--- config.mk ---
export PLATFORM = sky130hd
export DESIGN_NAME = priority_request_drain_flat
export DESIGN_NICKNAME = d
export VERILOG_FILES = /design/src/rtl/priority_request_drain_pkg.sv /design/src/rtl/priority_request_drain_if.sv /design/src/rtl/priority_request_drain_encoder.sv /design/src/rtl/priority_request_drain.sv /design/src/flat_wrapper.sv
export SDC_FILE = /design/constraint.sdc
export NUM_CORES = 1
export LEC_CHECK = 0
export ABC_AREA = 1
export BUFFER_PORTS_ARGS = -buffer_cell sky130_fd_sc_hd__buf_2
export CAP_MARGIN = 20
export CELL_PAD_IN_SITES_DETAIL_PLACEMENT = 0
export CELL_PAD_IN_SITES_GLOBAL_PLACEMENT = 1
export CORE_ASPECT_RATIO = 0.7
export CORE_MARGIN = 3
export CORE_UTILIZATION = 39
export DETAILED_ROUTE_END_ITERATION = 6
export PLACE_DENSITY = 0.85
export SYNTH_ARGS = -nofsm -noshare
export SYNTH_HDL_FRONTEND = slang
export SYNTH_SLANG_ARGS = --single-unit
--- constraint.sdc ---
create_clock -name clk -period 8.3 [get_ports clk]
set_input_delay 0.83 -clock clk [delete_from_list [all_inputs] [get_ports clk]]
set_output_delay 0.83 -clock clk [all_outputs]
set_load 0.005 [all_outputs]
--- src/rtl/priority_request_drain_pkg.sv ---
// prio_pkg: shared sizes, drain FSM state encoding and the one-hot index helper.
package prio_pkg;
   localparam int N = 128;
   localparam int W = $clog2(N);
   typedef enum logic {IDLE = 1'b0, DRAIN = 1'b1} state_e;
   function automatic logic [N-1:0] onehot(input logic [W-1:0] idx);
      onehot = '0;
      onehot[idx] = 1'b1;
   endfunction
endpackage

--- src/rtl/priority_request_drain_if.sv ---
// priority_request_drain_if: request-vector input stream and index output stream.
interface priority_request_drain_if;
   import prio_pkg::*;
   logic         req_valid;
   logic         req_ready;
   logic [N-1:0] req_vec;
   logic         out_valid;
   logic         out_ready;
   logic [W-1:0] out_idx;
   logic         out_last;
   modport master (output req_valid, req_vec, out_ready, input req_ready, out_valid, out_idx, out_last);
   modport slave (input req_valid, req_vec, out_ready, output req_ready, out_valid, out_idx, out_last);
endinterface

--- src/rtl/priority_request_drain_encoder.sv ---
// priority_encoder_128: combinational index of the highest set bit plus an any-set flag.
module priority_encoder_128
   import prio_pkg::*;
(
   input  logic [N-1:0] req,
   output logic [W-1:0] idx,
   output logic         any_valid
);
   // ascending scan so the highest set bit is the last to write idx
   always_comb begin
      idx = '0;
      for (int i = 0; i < N; i++)
         if (req[i]) idx = W'(i);
   end
   assign any_valid = |req;
endmodule

--- src/rtl/priority_request_drain.sv ---
// priority_request_drain: loads a request vector and drains its set bits highest-index first, one per cycle.
module priority_request_drain
   import prio_pkg::*;
(
   input  logic                      clk,
   input  logic                      rst,
   input  logic                      flush,
   priority_request_drain_if.slave   bus,
   output logic [W:0]                grant_cnt,
   output logic                      busy
);
   localparam logic [0:0] S_IDLE  = IDLE;
   localparam logic [0:0] S_DRAIN = DRAIN;
   logic [0:0]   state;
   logic [N-1:0] pending;
   logic [N-1:0] rest;
   logic [W-1:0] idx;
   logic         any_valid;
   priority_encoder_128 u_enc (.req(pending), .idx(idx), .any_valid(any_valid));
   assign busy          = (state == S_DRAIN);
   assign rest          = pending & ~onehot(idx);
   assign bus.req_ready = ~busy & ~flush;
   assign bus.out_valid = busy;
   assign bus.out_idx   = idx;
   assign bus.out_last  = busy & (rest == '0);
   // flush wins over both handshakes; pending is always zero while idle
   always_ff @(posedge clk) begin
      if (rst) begin
         state     <= S_IDLE;
         pending   <= '0;
         grant_cnt <= '0;
      end else if (flush) begin
         state   <= S_IDLE;
         pending <= '0;
      end else if (!busy) begin
         if (bus.req_valid) begin
            grant_cnt <= '0;
            if (bus.req_vec != '0) begin
               pending <= bus.req_vec;
               state   <= S_DRAIN;
            end
         end
      end else if (bus.out_ready) begin
         pending   <= rest;
         grant_cnt <= grant_cnt + 1'b1;
         if (bus.out_last) state <= S_IDLE;
      end
   end
endmodule

--- src/flat_wrapper.sv ---
// flat-port wrapper written by rule: the top's interface ports become plain ports
module priority_request_drain_flat import prio_pkg::*;
  (clk, rst, flush, grant_cnt, busy, bus_req_valid, bus_req_vec, bus_out_ready, bus_req_ready, bus_out_valid, bus_out_idx, bus_out_last);
  priority_request_drain_if bus_i ();
  input  logic clk;
  input  logic rst;
  input  logic flush;
  output logic [W:0] grant_cnt;
  output logic busy;
  input wire logic [$bits(bus_i.req_valid)-1:0] bus_req_valid;
  input wire logic [$bits(bus_i.req_vec)-1:0] bus_req_vec;
  input wire logic [$bits(bus_i.out_ready)-1:0] bus_out_ready;
  output wire logic [$bits(bus_i.req_ready)-1:0] bus_req_ready;
  output wire logic [$bits(bus_i.out_valid)-1:0] bus_out_valid;
  output wire logic [$bits(bus_i.out_idx)-1:0] bus_out_idx;
  output wire logic [$bits(bus_i.out_last)-1:0] bus_out_last;
  assign bus_i.req_valid = bus_req_valid;
  assign bus_i.req_vec = bus_req_vec;
  assign bus_i.out_ready = bus_out_ready;
  assign bus_req_ready = bus_i.req_ready;
  assign bus_out_valid = bus_i.out_valid;
  assign bus_out_idx = bus_i.out_idx;
  assign bus_out_last = bus_i.out_last;
  priority_request_drain u_core (.clk(clk), .rst(rst), .flush(flush), .bus(bus_i), .grant_cnt(grant_cnt), .busy(busy));
endmodule
==> results.cfg <==
[run_status]
status = complete, but fails checks
violations = setup timing

[timing]
slew_viol_final = 0
tightest_slew_ns = 1.16
fin_crit_ns = 9.18
hold_slack_ns = 0.448
rsz0062_at_grt = true
finalCritPeriodShare = 1.11
hold_violations = 0
setup_ws_ns = -0.879
max_freq_mhz = 109
relSlewSlack = 0.229
final.setup_skew_ns = 0.0167
setup_viol = 1
setup_tns_ns = -0.879

[logic_synthesis]
ys_top_cells_by_area = dfxtp_1 28%, nand2_1 24%, a21oi_1 10%
synth-compound-area-share = 0.202
synthCells = 1729
ys_seq_area_frac = 0.280
synth_xor_area_frac = 0
synthAdderAreaFrac = 0.00128
muxShareOfSynthArea = 0
ys_ff_latch = 137
synth-edff-count = 0
synth-simple-area-share = 0.410
synth_area_leader_cell = dfxtp_1
synth_warnings = 0
synth_top_family_by_area = simple AND/OR/NAND/NOR gates
syn_nets = 1863
yosysMostFrequentCell = nand2_1
synth_top_area_share = 0.280
synthDistinctLibCells = 34
synth_top_flop_cell = dfxtp_1
syn_area_mm2 = 0.00981
synthArstFlopShare = 0
avgSynthCellArea_um2 = 5.67
synth_common_cells = 626 x nand2_1, 205 x a21oi_1, 160 x inv_1, 154 x nor2_1, 137 x dfxtp_1

[critical_path]
critPathKind = reg2out
crit_arrival_ns = 8.35
regToRegEndpoint = u_core.bus.out_valid
end_kind = output pin
crit_family = simple AND/OR/NAND/NOR gates
regToRegStartpoint = u_core.pending[2]
start_kind = register
cp_slowest_cell = dfxtp_2
crit_buf_inv = 3
cpMostUsedCell = nand2_1
crit_fanout = 8
cpPeakStageDelay_ns = 0.32
r2r_cells = 140
critical_path_required_ns = 7.47
r2r_slack_ns = 0.23

[route]
vias = 12515
post_drt_wl_per_cell_um = 17.6
drt_wl_total_um = 40400
first_pass_iters = 7
drc = 0
antenna_left = 0
vias_per_cell = 5.45
drtIter0Drc = 1411

[job]
drv_cap = 0

[clock_network]
clk_pin_slew_worst_paths_ns = 0.06
cts_tree = yes
cts.sinks = 137
cts.path.max_buffers = 2
cts_root_buf = clkbuf_16
cts-htree-levels = 4
numCtsBuffers = 17
clock_latency_ns = 0.45

[global_route]
grt_max_degree = 195
grt_use_total = 0.287
grt-ovfl-total = 0
grt_pass1_wl_um = 62500
antenna_found_initial = 0
grt_pass1_vias = 11195

[power]
powerDensity_mw_per_mm2 = 181
power.leakage_uw = 0.00557
ir_drop_v = 0.000157

[hold_path]
hold_end = u_core.grant_cnt[7]
holdCritPathClass = reg2reg
holdPathStages = 1
holdCritStartpoint = u_core.grant_cnt[7]

[die]
start_util = 0.406
die_height_um = 139
pin_count = 152
rows = 47
die_w_um = 196
design.core.area_mm2 = 0.0242
die_area_mm2 = 0.0271

[cells_and_area]
nFillCells = 2432
fin_util = 0.548
drive_gt1_frac = 0.254
fin_nets = 2100
final_area_mm2 = 0.0132
syn_to_final_growth_pct = 35.0
antennaDiodeCount = 0

[placement]
post-dp-hpwl_um = 28800
dp_slack_ns = -0.400
portBuffers = 151
gp_congestion = 0.928
place_area_mm2 = 0.0118
[report_power, final]
group          switching [uW]  internal, uW  total [uW]  leakage [uW]
registers                37.0           684         721       0.00112
logic                     534           299         832       0.00415
clock network             307           533         840      0.000303
[cells in the final DEF, fill, tap and decap left out, types with 2 or more instances in the layout]
cell type | netlist | layout
buf_2 | 2 | 149
o21ai_1 | 4 | 44
nand3_1 | 73 | 50
nor2_1 | 154 | 136
clkbuf_1 | 72 | 3
inv_2 | 4 | 4
buf_4 | 5 | 129
a21oi_2 | 1 | 34
buf_12 | 0 | 6
inv_1 | 160 | 159
clkbuf_8 | 0 | 4
dfxtp_1 | 137 | 135
o21bai_1 | 4 | 4
nor2_4 | 0 | 4
nor2_2 | 1 | 15
nor3b_1 | 2 | 2
a31oi_1 | 3 | 3
nand3_2 | 0 | 20
nand2_4 | 1 | 4
buf_6 | 6 | 29
buf_8 | 0 | 2
nand4_1 | 67 | 67
nand2_2 | 1 | 58
o21ai_0 | 73 | 27
nand2_8 | 0 | 3
nor4_1 | 36 | 36
nand3_4 | 0 | 3
a21oi_1 | 205 | 171
o211ai_1 | 61 | 61
bufinv_16 | 0 | 4
nand2_1 | 626 | 564
clkinvlp_4 | 0 | 2
o21ai_2 | 0 | 5
nor3_1 | 7 | 7
clkbuf_16 | 0 | 19
[metrics by stage]
step | std cells | power, uW
6_report | 2296 | 2390
5_1_grt | 2296 | 2500
4_1_cts | 2290 | 2320
3_5_place_dp | 2255 | 1440
3_3_place_gp | 2255 | 1430
2_1_floorplan | 1729 | 1160
[cell type report]
type / count / area (um^2) / share of cell area
repair buffers: 317 / 2240 / 0.169
clock inverters: 7 / 140 / 0.0106
multi-input cells: 1328 / 6600 / 0.498
well taps: 318 / 398 / 0.0301
flip-flops and latches: 137 / 2750 / 0.208
clock buffers: 24 / 492 / 0.0371
inverters: 165 / 627 / 0.0473
[state kept, by name, summed over array words and instances (netlist names)]
signal / count
u_core.grant_cnt: 8
u_core.bus.out_valid: 1
u_core.pending: 128
[cell families (layout without fill, tap and decap cells)]
family | count (synthesis) | in the layout
and+or+nand+nor | 969 | 970
adders and majority gates | 1 | 1
AOI/OAI and AO/OA | 357 | 357
DFF | 137 | 137
buffers and inverters | 265 | 513
[worst register-to-register path: cells and delay by family, from the launching register on]
kind	cells	cell delay [ns]
simple gates	136	7.21
flops	1	0.32
buf+inv	4	0.40
[per-layer routing]
metal,GRT usage,vias to the layer above,part of all wire
met5,0,-,0
met4,0.0664,0,0.016
met3,0.0845,46,0.12
met2,0.388,645,0.40
met1,0.441,5610,0.47
li1,-,6214,-
[what timing repair did]
action,in CTS,in global routing
hold buffers,0,0
resized for setup,49,191
cloned,1,3
setup endpoints to repair,1,129
buffers inserted,3,14
pin swaps,9,74
[worst max path at each step]
stage / from / end / slack [ns] / depth (start not counted)
floorplan: u_core.pending[2] / bus_out_last / 0.85 / 137
global placement: u_core.pending[2] / bus_out_last / -0.40 / 139
detailed placement: u_core.pending[2] / bus_out_last / -0.40 / 137
CTS: u_core.pending[2] / bus_out_last / -0.78 / 138
global route: u_core.pending[2] / bus_out_last / -2.37 / 138
finish: u_core.pending[2] / bus_out_last / -0.88 / 138
Power figures use the tool's default switching activity.
